$ cat src/rtl/imem_loader.sv
// Instruction memory loader: turns a length-prefixed byte stream into
// little-endian 32-bit word writes starting at BASE_ADDR.
module imem_loader #(
    parameter int DEPTH     = 32,
    parameter int BASE_ADDR = 0
) (
    input  logic        clock,
    input  logic        reset,
    input  logic        start,
    input  logic        byte_valid,
    input  logic [7:0]  byte_data,
    output logic        byte_ready,
    output logic        wr_en,
    output logic [31:0] wr_addr,
    output logic [31:0] wr_data,
    output logic        busy,
    output logic        done,
    output logic        error,
    output logic [5:0]  word_count
);

    typedef enum logic [2:0] {
        IDLE,
        HDR,
        DATA,
        WRITE,
        DONE,
        ERR
    } state_t;

    localparam logic [7:0]  DEPTH_B = 8'(DEPTH);
    localparam logic [31:0] BASE_W  = 32'(BASE_ADDR);

    state_t      state;
    state_t      state_n;
    logic [1:0]  lane;
    logic [7:0]  len;
    logic        xfer;
    logic        hdr_bad;
    logic        last;

    assign byte_ready = (state == HDR) || (state == DATA);
    assign wr_en      = (state == WRITE);
    assign busy       = (state == HDR) || (state == DATA) || (state == WRITE);
    assign xfer       = byte_valid && byte_ready;
    assign hdr_bad    = (byte_data == 8'd0) || (byte_data > DEPTH_B);
    assign last       = (({2'b00, word_count} + 8'd1) == len);

    always_comb begin
        state_n = state;
        case (state)
            IDLE, DONE, ERR: begin
                if (start) state_n = HDR;
            end
            HDR: begin
                if (xfer) state_n = hdr_bad ? ERR : DATA;
            end
            DATA: begin
                if (xfer && lane == 2'd3) state_n = WRITE;
            end
            WRITE: begin
                state_n = last ? DONE : DATA;
            end
            default: state_n = IDLE;
        endcase
    end

    always_ff @(posedge clock or posedge reset) begin
        if (reset) begin
            state      <= IDLE;
            lane       <= 2'd0;
            len        <= 8'd0;
            wr_addr    <= BASE_W;
            wr_data    <= 32'd0;
            done       <= 1'b0;
            error      <= 1'b0;
            word_count <= 6'd0;
        end else begin
            state <= state_n;
            case (state)
                IDLE, DONE, ERR: begin
                    if (start) begin
                        done       <= 1'b0;
                        error      <= 1'b0;
                        word_count <= 6'd0;
                        lane       <= 2'd0;
                        wr_addr    <= BASE_W;
                    end
                end
                HDR: begin
                    if (xfer) begin
                        if (hdr_bad) error <= 1'b1;
                        else         len   <= byte_data;
                    end
                end
                DATA: begin
                    // lane 0 lands in the least significant byte
                    if (xfer) begin
                        wr_data[{lane, 3'b000} +: 8] <= byte_data;
                        lane <= lane + 2'd1;
                    end
                end
                WRITE: begin
                    word_count <= word_count + 6'd1;
                    wr_addr    <= wr_addr + 32'd4;
                    lane       <= 2'd0;
                    if (last) done <= 1'b1;
                end
                default: ;
            endcase
        end
    end

endmodule

$ cat config.mk
export PLATFORM = sky130hd
export DESIGN_NAME = imem_loader
export DESIGN_NICKNAME = d
export VERILOG_FILES = /design/src/rtl/imem_loader.sv
export SDC_FILE = /design/constraint.sdc
export NUM_CORES = 1
export LEC_CHECK = 0
export CORE_MARGIN = 2
export CORE_UTILIZATION = 31
export CTS_CLUSTER_DIAMETER = 50
export CTS_CLUSTER_SIZE = 14
export DETAILED_ROUTE_END_ITERATION = 16
export DONT_BUFFER_PORTS = 1
export HOLD_SLACK_MARGIN = 0.08
export SLEW_MARGIN = 40
export SYNTH_ARGS = -nofsm -noshare
export SYNTH_HDL_FRONTEND = slang
export SYNTH_SLANG_ARGS = --single-unit
$ cat constraint.sdc
create_clock -name clock -period 3.1 [get_ports clock]
set_input_delay 0.155 -clock clock [delete_from_list [all_inputs] [get_ports clock]]
set_output_delay 0.155 -clock clock [all_outputs]
set_load 0.03 [all_outputs]
# == After elaboration in Yosys (flattened, before gate mapping) ==
# Index checks and enable logic that the tools add are counted.
# totals
regBits,85
# op_classes
shifts,2
eq_ne,13
mux,20
add_sub_neg,5
n_reduce_logical,18
magnitude_cmp,1
n_bitwise,1
# op_table
op,n
32-bit case mux with 2 select lines,1
32-bit by 3-bit adder with 32-bit output (second input constant),1
32-bit bitwise mux,1
32-bit 2-to-1 mux,1
8-bit by 7-bit variable shift with 32-bit output (first input constant),1
8-bit by 7-bit variable part select with 32-bit output,1
3-bit 2-to-1 mux,5
3-bit case mux with 4 select lines,1
6-bit case mux with 2 select lines,1
3-bit AND reduction,4
7-bit by 8-bit equality test with 1-bit output,1
8-bit by 6-bit greater-than comparator with 1-bit output (second input constant),1
8-bit zero test,1
2-bit != test (second input constant),4
6-bit by 1-bit adder with 7-bit output (second input constant),1
5-bit negator with 7-bit output,1
6-bit by 1-bit adder with 6-bit output (second input constant),1
3-bit by 2-bit equality test with 1-bit output (second input constant),2
3-bit equality test (second input constant),2
6-bit 2-to-1 mux,1
2-bit case mux with 3 select lines,1
1-bit 2-to-1 mux,4
2-bit 2-to-1 mux,2
2-bit by 1-bit != test with 1-bit output (second input constant),2
other kinds (13),19

# == Longest topological paths before layout ==
# logic_depth
word_depth,6
ltp_mapped,7
ltp_nobuf,6

# == Least setup slack after synthesis ==
# OpenSTA, ideal clock, no wires.
# synth_timing
path_type,flip-flop to flip-flop
start,register word_count[0]
end,register state[2]
required_time_ns,3.034
path_slack_ns,0.993
path_stages_with_launch,7
period_less_slack_ns,2.107
t_arrival_ns,2.041
cell_sequence,dfrtp_1 > ha_1 > clkbuf_1 > and4_4 > or4_4 > a2111oi_4 > nand2b_1
# synth_between
elab_chain_len,4
# synth_lines
item,line,rtl
from (decl),19,output logic [5:0] word_count
from (signal assigned),104,word_count <= word_count + 6'd1;
6-bit by 1-bit adder with 7-bit output,47,"assign last = (({2'b00, word_count} + 8'd1) == len);"
7-bit by 8-bit equality test with 1-bit output,47,
3-bit 2-to-1 mux,62,state_n = last ? DONE : DATA;
3-bit case mux with 4 select lines,51,case (state)
to (signal assigned),79,state <= state_n;
to (decl),34,state_t state;
# No other way between the ends.
# A chain may end at the register's enable or synchronous reset.

# == Worst setup path in the final report ==
# layout_timing
start,register word_count[2]
end,register state[2]
# The elaborated chain is that of the path after synthesis.

==> run_results.csv <==
group,metric,value,unit
run_status,status,"finished clean",
place,detailedPlacementHpwl,6900,um
worst_setup_path,critical_path.endpoint_type,"flip-flop",
drt,total_length_of_routed_wires,10200,um
drt,antenna_violating_nets_post_route,0,
finish,n_fill_cell,1274,
clock_network,root_buffer,"sky130_fd_sc_hd__clkbuf_16",
finish,antenna_cells,0,
logic_synthesis,yosys_warnings,0,
worst_setup_path,ff2ff_setup_slack,0.89,ns
finish,final_net_count,437,
finish,final_layout_size_suffix_gt1_share,7.36,%
logic_synthesis,syn-cell-area,0.00394,mm2
power,powerDensity,760,mW/mm2
timing,setup-tns-final,0,ns
logic_synthesis,synth-simple-area-share,22.0,%
die,die_height,117,um
logic_synthesis,seq_area_frac_synth,52.8,%
drt,first_pass_iteration_count_of_the_detailed_router,4,
clock_network,cts_tree,"built",
worst_setup_path,timing.rr.start,"word_count[2]$_DFFE_PP0P_",
finish,most-common-layout-cells,"sky130_fd_sc_hd__nand2_1 (100), sky130_fd_sc_hd__dfrtp_1 (83), sky130_fd_sc_hd__o21ai_0 (55), sky130_fd_sc_hd__nand3_1 (23), sky130_fd_sc_hd__mux2i_1 (13)",
worst_setup_path,regToRegEndpoint,"state[2]$_DFFE_PP0P_",
grt,grt_pass1_vias,2908,
logic_synthesis,synthDistinctLibCells,50,
logic_synthesis,post_synth_xor_area_fraction,2.16,%
grt,maximum_number_of_pins_on_one_net_before_global_route_repair,61,
timing,timing.max_slew.rel_slack,48.0,%
timing,fin_worst_skew,0.00874,ns
die,core-area,0.0125,mm2
logic_synthesis,postSynthRegisterBits,83,
timing,time_the_worst_path_needs_with_i_o_delays_and_setup,2.21,ns
place,post-place-ws,0.940,ns
grt,globalRouteTotalUtil,15.4,%
finish,flow.area_growth_from_synthesis,15.9,%
clock_network,cts.sink_count,83,
finish,final_util,36.4,%
die,row_count,41,
logic_synthesis,synth_flop_cell,"sky130_fd_sc_hd__dfrtp_1",
finish,layoutNonFillerInstCount,593,
logic_synthesis,multiplexer_share_of_the_synthesized_area,5.02,%
timing,worst_slack,0.892,ns
timing,report.final.slew_viol_count,0,
drt,drc_errors,0,
logic_synthesis,synthesis.area_per_instance,9.69,um2
drt,vias_per_cell,5.12,
finish,sequential_cell_area,0.00208,mm2
die,initial_core_util,31.4,%
drt,vias,3038,
clock_network,resized_gates_after_cts,0,
timing,finalHoldViolations,0,
grt,global_route.overflow_total,0,
logic_synthesis,synth-compound-area-share,13.4,%
power,ir_worst_vdd,287,uV
logic_synthesis,postSynthCellCount,406,
worst_setup_path,crit_path_start_kind,"flip-flop",
worst_setup_path,critPathMaxFanout,11,
place,gp_congestion,0.806,
worst_setup_path,critPathKind,"reg -> reg",
timing,final.period_utilization,71.2,%
clock_network,htree_levels,3,
worst_setup_path,crit_end,"state[2]$_DFFE_PP0P_",
place,place.detailed.instances,569,
logic_synthesis,synth_edf_count,0,
worst_setup_path,depth_of_the_most_critical_reg_to_reg_path,5,
logic_synthesis,post_synth_fa_ha_maj_area_fraction,2.23,%
clock_network,clk_pin_slew,0.06,ns
job,maxcap_viol_count,0,
power,static-leakage-power,2.01,nW
timing,rsz_0062_raised_after_global_routing,"false",
die,dieArea,0.0136,mm2
place,buffer_ports.inserted,0,
timing,transition_time_of_the_tightest_slew_check_pin,0.783,ns
die,ioPinCount,87,
hold_path,min_delay_worst_type,"in -> reg",
clock_network,cts.path.max_buffers,2,
grt,grt_antenna_before_repair,0,
hold_path,count_of_cells_along_the_worst_hold_path,3,
drt,final_routed_wire_length_divided_by_cell_count,17.2,um
timing,maxClockFrequency,453,MHz
worst_setup_path,critPathArrivalTime,2.49,ns
logic_synthesis,dominant_combinational_cell_family_by_area_after_synthesis,"simple AND/OR/NAND/NOR gates",
worst_setup_path,worst_setup_path_startpoint,"word_count[2]$_DFFE_PP0P_",
finish,total_area_of_multi_input_combinational_cells,0.00180,mm2
die,die_w,117,um
logic_synthesis,share_of_synthesized_registers_carrying_an_async_set_or_reset,100,%
clock_network,cts-buffers-inserted,9,
grt,grt_pass1_wl,15900,um
finish,final_common_cell,"sky130_fd_sc_hd__nand2_1",
clock_network,clock_insertion_delay_worst_skew,0.34,ns
timing,final-setup-viol-count,0,
drt,drt_first_iter_violations,169,
worst_setup_path,crit_required,3.38,ns
-- synth_stat cells (5+ instances only) --
cell	instances	area (um2)
sky130_fd_sc_hd__o31ai_1	6	45.0
sky130_fd_sc_hd__o21ai_0	56	280
sky130_fd_sc_hd__ha_1	7	87.6
sky130_fd_sc_hd__mux2_1	5	56.3
sky130_fd_sc_hd__mux2i_1	13	130
sky130_fd_sc_hd__inv_1	5	18.8
sky130_fd_sc_hd__dfrtp_1	83	2080
sky130_fd_sc_hd__clkbuf_1	10	37.5
sky130_fd_sc_hd__o211ai_1	5	37.5
sky130_fd_sc_hd__nor2_1	9	33.8
sky130_fd_sc_hd__nand3_1	23	115
sky130_fd_sc_hd__nand4_1	12	75.1
sky130_fd_sc_hd__nand2_1	100	375
-- layer usage --
metal  track usage (%)  vias up  wire [um]
met2              24.2       70       4990
met4              6.12        0        246
met3              5.50       18        714
met1              19.4     1494       4240
met5                 0        -          0
li1                  -     1456          -
-- critical path: stages, from the launching register on --
cell                        delay, ns
sky130_fd_sc_hd__dfrtp_1         0.71
sky130_fd_sc_hd__nand2_1         0.17
sky130_fd_sc_hd__o21a_1          0.23
sky130_fd_sc_hd__or4_4           0.50
sky130_fd_sc_hd__a2111oi_4       0.38
sky130_fd_sc_hd__nand2b_1        0.15
-- report_power, final --
part / internal, mW / switching, mW
combinational: 0.252 / 0.443
sequential: 1.24 / 0.374
clock: 0.741 / 0.414
total: 2.23 / 1.23
-- sequential cells by signal, summed over array words and instances, names as in the netlist --
| signal | count |
|---|---|
| done | 1 |
| state | 3 |
| len | 8 |
| error | 1 |
| wr_data | 32 |
| lane | 2 |
| wr_addr | 30 |
| word_count | 6 |
-- kinds of logic after synthesis --
logic type	Yosys count
AO/OA/AOI/OAI	87
XOR/XNOR	8
adder cells (fa/ha/maj)	7
buffers and inverters	20
flip-flops	83
multiplexers	19
other	1
AND/OR/NAND/NOR	181
-- layout make-up --
type / instances / share of cell area (%)
Tap cell: 172 / 4.72
Sequential cell: 83 / 45.5
Clock buffer: 12 / 5.62
Timing Repair Buffer: 14 / 2.85
Multi-Input combinational cell: 304 / 39.4
Clock inverter: 2 / 1.32
Inverter: 6 / 0.603
-- how the worst min path moves through the flow --
stage                              end    startpoint  slack, ns
6_report           lane[0]$_DFFE_PP0P_    byte_valid       0.10
2_1_floorplan       len[0]$_DFFE_PP0P_  byte_data[0]       0.29
3_3_place_gp        len[3]$_DFFE_PP0P_  byte_data[3]       0.29
3_5_place_dp   wr_addr[31]$_DFFE_PP0P_         reset       0.12
4_1_cts           state[2]$_DFFE_PP0P_         start       0.09
5_1_grt            lane[0]$_DFFE_PP0P_    byte_valid       0.11
-- through the flow --
stage	hold WS (ns)	total power, mW	cell area [um2]
2_1_floorplan	0.287	2.11	3940
3_3_place_gp	0.291	2.29	4120
3_5_place_dp	0.121	2.31	4130
4_1_cts	0.0866	3.49	4540
5_1_grt	0.106	3.66	4560
6_report	0.102	3.47	4560
-- repair_timing --
item / CTS / global route
hold endpoints to repair: 98 / 0
endpoints found under the setup margin: 0 / 0
buffers inserted: 0 / 0
hold buffers: 10 / 0
Note: power is estimated with default switching activity, not from simulation.
